--- config.mk ---
export PLATFORM = sky130hd
export DESIGN_NAME = mmul_cond_sub
export DESIGN_NICKNAME = d
export VERILOG_FILES = /design/src/rtl/mmul_cond_sub.sv
export SDC_FILE = /design/constraint.sdc
export NUM_CORES = 1
export LEC_CHECK = 0
export CORE_MARGIN = 1
export CORE_UTILIZATION = 61
export CTS_CLUSTER_SIZE = 28
export DETAILED_ROUTE_END_ITERATION = 12
export HOLD_SLACK_MARGIN = 0.12
export PLACE_DENSITY = 0.77
export SYNTH_ARGS = -nofsm -noshare
export SYNTH_HDL_FRONTEND = slang
export SYNTH_SLANG_ARGS = --single-unit
--- constraint.sdc ---
create_clock -name clk -period 6 [get_ports clk]
set_clock_uncertainty 0.2 [all_clocks]
set_input_delay 0.9 -clock clk [delete_from_list [all_inputs] [get_ports clk]]
set_output_delay 0.9 -clock clk [all_outputs]
set_load 0.01 [all_outputs]
--- src/rtl/mmul_cond_sub.sv ---
// Word-serial conditional subtract after the modular-multiply C register.
// Buffers C and C-M word by word, then emits whichever is the reduced result.
module mmul_cond_sub #(
    parameter int W  = 16,
    parameter int NW = 16,
    parameter int CW = 4
) (
    input  logic         clk,
    input  logic         clr,
    input  logic         start,
    input  logic         in_valid,
    output logic         in_ready,
    input  logic [W-1:0] c_word,
    input  logic [W-1:0] m_word,
    input  logic         c_b256,
    output logic         out_valid,
    input  logic         out_ready,
    output logic [W-1:0] out_word,
    output logic         out_last,
    output logic         sel_sub,
    output logic         busy,
    output logic         done
);

    typedef enum logic [1:0] {
        IDLE,
        LOAD,
        DECIDE,
        OUT
    } state_t;

    localparam logic [CW-1:0] LAST_IDX = CW'(NW - 1);

    state_t        state_q, state_d;
    logic [CW-1:0] cnt_q, cnt_d;
    logic          borrow_q, borrow_d;
    logic          b256_q, b256_d;
    logic          sel_sub_q, sel_sub_d;
    logic          done_q, done_d;

    logic [W-1:0]  d_buf_q [NW];
    logic [W-1:0]  c_buf_q [NW];

    logic          in_hs;
    logic          out_hs;
    logic          cnt_last;
    logic [W:0]    sub_full;

    assign in_hs    = (state_q == LOAD) && in_valid;
    assign out_hs   = (state_q == OUT) && out_ready;
    assign cnt_last = (cnt_q == LAST_IDX);

    // The 17-bit result carries the borrow out of this word in its top bit.
    assign sub_full = {1'b0, c_word} - {1'b0, m_word} - {{W{1'b0}}, borrow_q};

    always_comb begin
        state_d   = state_q;
        cnt_d     = cnt_q;
        borrow_d  = borrow_q;
        b256_d    = b256_q;
        sel_sub_d = sel_sub_q;
        done_d    = 1'b0;
        case (state_q)
            IDLE: begin
                if (start) begin
                    state_d   = LOAD;
                    cnt_d     = '0;
                    borrow_d  = 1'b0;
                    b256_d    = 1'b0;
                    sel_sub_d = 1'b0;
                end
            end
            LOAD: begin
                if (in_hs) begin
                    borrow_d = sub_full[W];
                    if (cnt_last) begin
                        cnt_d   = '0;
                        b256_d  = c_b256;
                        state_d = DECIDE;
                    end else begin
                        cnt_d = cnt_q + 1'b1;
                    end
                end
            end
            DECIDE: begin
                // A set bit 256 means C >= 2^256 > M, so subtract regardless of borrow.
                sel_sub_d = b256_q | ~borrow_q;
                state_d   = OUT;
            end
            OUT: begin
                if (out_hs) begin
                    if (cnt_last) begin
                        cnt_d   = '0;
                        done_d  = 1'b1;
                        state_d = IDLE;
                    end else begin
                        cnt_d = cnt_q + 1'b1;
                    end
                end
            end
            default: begin
                state_d = IDLE;
                cnt_d   = '0;
            end
        endcase
    end

    always_ff @(posedge clk) begin
        if (clr) begin
            state_q   <= IDLE;
            cnt_q     <= '0;
            borrow_q  <= 1'b0;
            b256_q    <= 1'b0;
            sel_sub_q <= 1'b0;
            done_q    <= 1'b0;
        end else begin
            state_q   <= state_d;
            cnt_q     <= cnt_d;
            borrow_q  <= borrow_d;
            b256_q    <= b256_d;
            sel_sub_q <= sel_sub_d;
            done_q    <= done_d;
        end
    end

    // Word buffers are deliberately left uncleared; clr only blocks the write.
    always_ff @(posedge clk) begin
        if (!clr && in_hs) begin
            d_buf_q[cnt_q] <= sub_full[W-1:0];
            c_buf_q[cnt_q] <= c_word;
        end
    end

    assign in_ready  = (state_q == LOAD);
    assign out_valid = (state_q == OUT);
    assign out_last  = out_valid && cnt_last;
    assign out_word  = out_valid ? (sel_sub_q ? d_buf_q[cnt_q] : c_buf_q[cnt_q]) : '0;
    assign sel_sub   = sel_sub_q;
    assign busy      = (state_q != IDLE);
    assign done      = done_q;

endmodule

Word level (Yosys, flattened, before mapping):

Memory sizes are Yosys's and may differ from the RTL's. A register that Yosys moved wholly into a read port is not among the register bits.
Index checks and enable logic that the tools add are counted.

* memory bits (writable): 512
* memories: 2
* output and inout bits: 22
* bits in registers: 10

* reductions and logical operators: 16
* bitwise operators: 4
* mux-type cells: 27
* equal/unequal tests: 9
* add/sub/neg operators: 3

Memories
* c_buf_q: words 16, width 16, rd ports 1, clocked after Yosys merged registers in 1, write ports 1, line 42 `logic [W-1:0] c_buf_q [NW];`
* d_buf_q: words 16, width 16, rd ports 1, clocked after Yosys merged registers in 1, write ports 1, line 41 `logic [W-1:0] d_buf_q [NW];`

Operators with widths (number)
* $mux 16: 2
* $mux 4: 8
* $sub 16x16->17: 1
* $sub 17x1->17: 1
* $pmux 4 s3: 1
* $mux 2: 5
* $ne 2x1->1 const B: 4
* $pmux 2 s4: 1
* $reduce_and 4->1: 2
* $mux 1: 7
* $pmux 1 s2: 3
* $reduce_bool 2->1: 3
* $reduce_and 5->1: 1
* $add 4x1->4 const B: 1
* $eq 2x2->1 const B: 2
* $eq 4x4->1 const B: 1
* $logic_and 1x1->1: 4
* $not 1->1: 3
* $reduce_and 3->1: 1
* $reduce_bool 3->1: 1
* $reduce_or 3->1: 1
* $eq 2x1->1 const B: 1
* $logic_not 2->1: 1
* $ne 2x2->1 const B: 1
* other kinds (3): 3

Depth between registers and ports, before layout:

* word-level depth: 6
* gate-level depth with buffers: 10
* depth with buffers taken out: 9

Worst setup path after synthesis:

OpenSTA, ideal clock, no wires.

* kind: input port to flip-flop
* start: input clr
* end: memory c_buf_q[7][0] (enable)
* path buffers: 1
* slack: 756 ps
* data arrival time: 4531 ps
* library setup time: 513 ps
* stages on the path: 2
* data required time: 5287 ps
* cells stage by stage: clkbuf_1 > nor4b_1

* longest elaborated chain between the ends: 4

Ends and longest elaborated chain
* start, declared: line 9 `input logic clr,`
* $logic_not 1->1: line 128 `if (!clr && in_hs) begin`
* $logic_and 1x1->1: line 128
* $mux 1: line 128
* $mux 1 (not written as such): line 130 `c_buf_q[cnt_q] <= c_word;`
* end, declared: line 42

Every way passes these cells.

==> results.json <==
{
  "cts_setup_buffers": 0,
  "io_buffers": 59,
  "first_pass_iters": 5,
  "max_freq_mhz": 193,
  "clkTransAtPathRegs_ps": 60,
  "max_cap_violations": 0,
  "antenna_found_initial": 1,
  "vias": 11300,
  "drtIter0Drc": 1600,
  "hp-class": "reg -> reg",
  "synthTopCellsByCount": "edfxtp_1 (512), mux4_2 (128), inv_1 (57)",
  "routed_via_density": 6.69,
  "synthTopCellsByArea": "edfxtp_1 (72%), mux4_2 (13%), ha_1 (2.2%)",
  "dp_slack_ps": 1070,
  "seq_area_frac_synth": 0.733,
  "clock_latency_ps": 580,
  "cellPowerDensity_nw_per_um2": 360,
  "gp_congestion": 0.898,
  "cp-start-kind": "flop",
  "place_hpwl_mm": 29.1,
  "synthCells": 1089,
  "ant_nets": 0,
  "syn_to_final_growth_pct": 13.7,
  "p_leak_uw": 0.00778,
  "synth.distinct_cells": 61,
  "cts_hold_buf": 0,
  "nets": 1267,
  "grt_pass1_vias": 11400,
  "cts_root_buf": "clkbuf_16",
  "grt_max_degree": 48,
  "slew_violations": 0,
  "power.total_uw": 8750,
  "setup.worst_path.end_class": "output pin",
  "hold_depth": 2,
  "synth.net_count": 1167,
  "report.final.setup_viol": 0,
  "drive_gt1_frac": 0.220,
  "synth.top_cell.area_share": 0.720,
  "hold_viol_final": 0,
  "finalCriticalPeriod_ps": 5180,
  "synth_edf_count": 512,
  "dp.cells": 1591,
  "track_usage": 0.292,
  "synth_flop_cell": "edfxtp_1",
  "die_w_microns": 189,
  "num_rows": 68,
  "min_to": "b256_q",
  "ios": 60,
  "reg2regPathDepth": 9,
  "synth.most_common_cell": "edfxtp_1",
  "die_area_sq_um": 35800,
  "cts_buffer_depth": 3,
  "rr_startpoint": "borrow_q",
  "design_area_sq_um": 24300,
  "crit_required_ps": 4900,
  "ys_seq_elements": 526,
  "ys_warn_count": 0,
  "die_y_microns": 189,
  "worst_pin_slew_ps": 1270,
  "yosys.area.top_type": "edfxtp_1",
  "numCtsBuffers": 51,
  "r2r_slack_ps": 2300,
  "fp.coreArea_sq_um": 34500,
  "final_cell_count_no_fill": 1686,
  "grt_setup_unrepaired": "false",
  "antenna_cells": 0,
  "synthesis.area_sq_um": 21400,
  "nFillCells": 2101,
  "fin_crit_sh": 0.864,
  "cts-resized-gates": 0,
  "overflow": 0,
  "place_area_sq_um": 22700,
  "cts_tree": "done",
  "vdd_drop_max_v": 0.000311,
  "routed_wl_mm": 50.1,
  "grt_pass1_wl_mm": 73.8,
  "htreeDepth": 2,
  "detail_route.wl_per_cell_microns": 29.7,
  "final.setup.worst_slack_ps": 816,
  "initial_utilization": 0.619,
  "slew_headroom": 0.150,
  "final.setup.tns_ps": 0,
  "cts.sink_count": 526,
  "worstSetupPathType": "reg -> out",
  "drc": 0,
  "status": "complete, no violations",
  "min_from": "b256_q",
  "avgSynthCellArea_sq_um": 19.6,
  "rr_endpoint": "d_buf_q[7][10]",
  "synthArstFlopShare": 0,
  "cp.arrival_ps": 4080,
  "crit_fanout": 14
}
-- per-stage QoR --
stage | util | hold slack (ps)
3_5_place_dp | 0.657 | 301
2_1_floorplan | - | 254
6_report | 0.703 | 320
3_3_place_gp | 0.657 | 269
5_1_grt | 0.703 | 328
4_1_cts | 0.703 | 314
-- cells by family after synthesis --
kind of cell	count (synthesis)	share of synthesized area
xor+xnor	12	0.00492
flops	526	0.733
simple gates	121	0.0279
fa+ha+maj	40	0.0241
buf+inv	107	0.0229
mux	131	0.136
compound gates	152	0.0512
-- final cells by class --
class                   count  area (sq um)  area share
flip-flops and latches    526         15700       0.645
multi-input cells         456          5330       0.219
clock buffers              71          1410      0.0582
repair buffers             97           901      0.0371
well taps                 455           569      0.0234
inverters                  57           214     0.00881
clock inverters            24           195     0.00804
-- sequential cells by signal, summed over array words and instances (netlist names), named ones only --
register	cells
done	1
borrow_q	1
sel_sub	1
cnt_q	4
c_buf_q	256
state_q	2
b256_q	1
d_buf_q	256
-- per-layer routing --
| layer | track usage | share of wire | vias up |
|---|---|---|---|
| met5 | 0 | 0.00030 | - |
| met4 | 0.0968 | 0.030 | 2 |
| met3 | 0.0569 | 0.10 | 108 |
| met2 | 0.455 | 0.48 | 686 |
| met1 | 0.422 | 0.39 | 5796 |
| li1 | - | - | 4693 |
-- report_power, final --
group | internal [uW] | switching, uW
Sequential | 4240 | 76.6
Clock | 1740 | 1350
Combinational | 597 | 747
-- layout by cell type (no fill, tap or decap), types with 8 or more instances in the layout --
cell and n:
o21ai_1 18, nor2_1 32, clkdlybuf4s50_1 59, clkinv_1 8
xnor2_1 8, nor2_4 10, nand2b_1 9, nor3_1 11
clkbuf_1 15, clkinv_2 8, a221oi_2 11, buf_4 36
dfxtp_1 11, nor2b_1 9, ha_1 38, inv_1 57
mux4_2 128, a22o_1 16, o21ai_0 11, edfxtp_1 512
clkbuf_16 52, nand2_1 21, a21oi_1 25, o22ai_1 34
-- worst max-delay path, stage by stage (launching register included) --
cell,delay (ps)
dfxtp_1,860
nor2b_1,1070
buf_4,370
a22o_1,180
a221oi_1,90
o22ai_1,320
clkdlybuf4s50_1,610
-- worst max path at each step --
| stage | start | to |
|---|---|---|
| detailed placement | c_word[3] | d_buf_q[8][10] |
| floorplan | clr | c_buf_q[7][0] |
| global placement | c_word[3] | d_buf_q[2][10] |
| finish | flop | out_word[4] |
| global route | flop | out_word[4] |
| CTS | flop | out_word[4] |
Note: power is estimated with default switching activity, not from simulation.
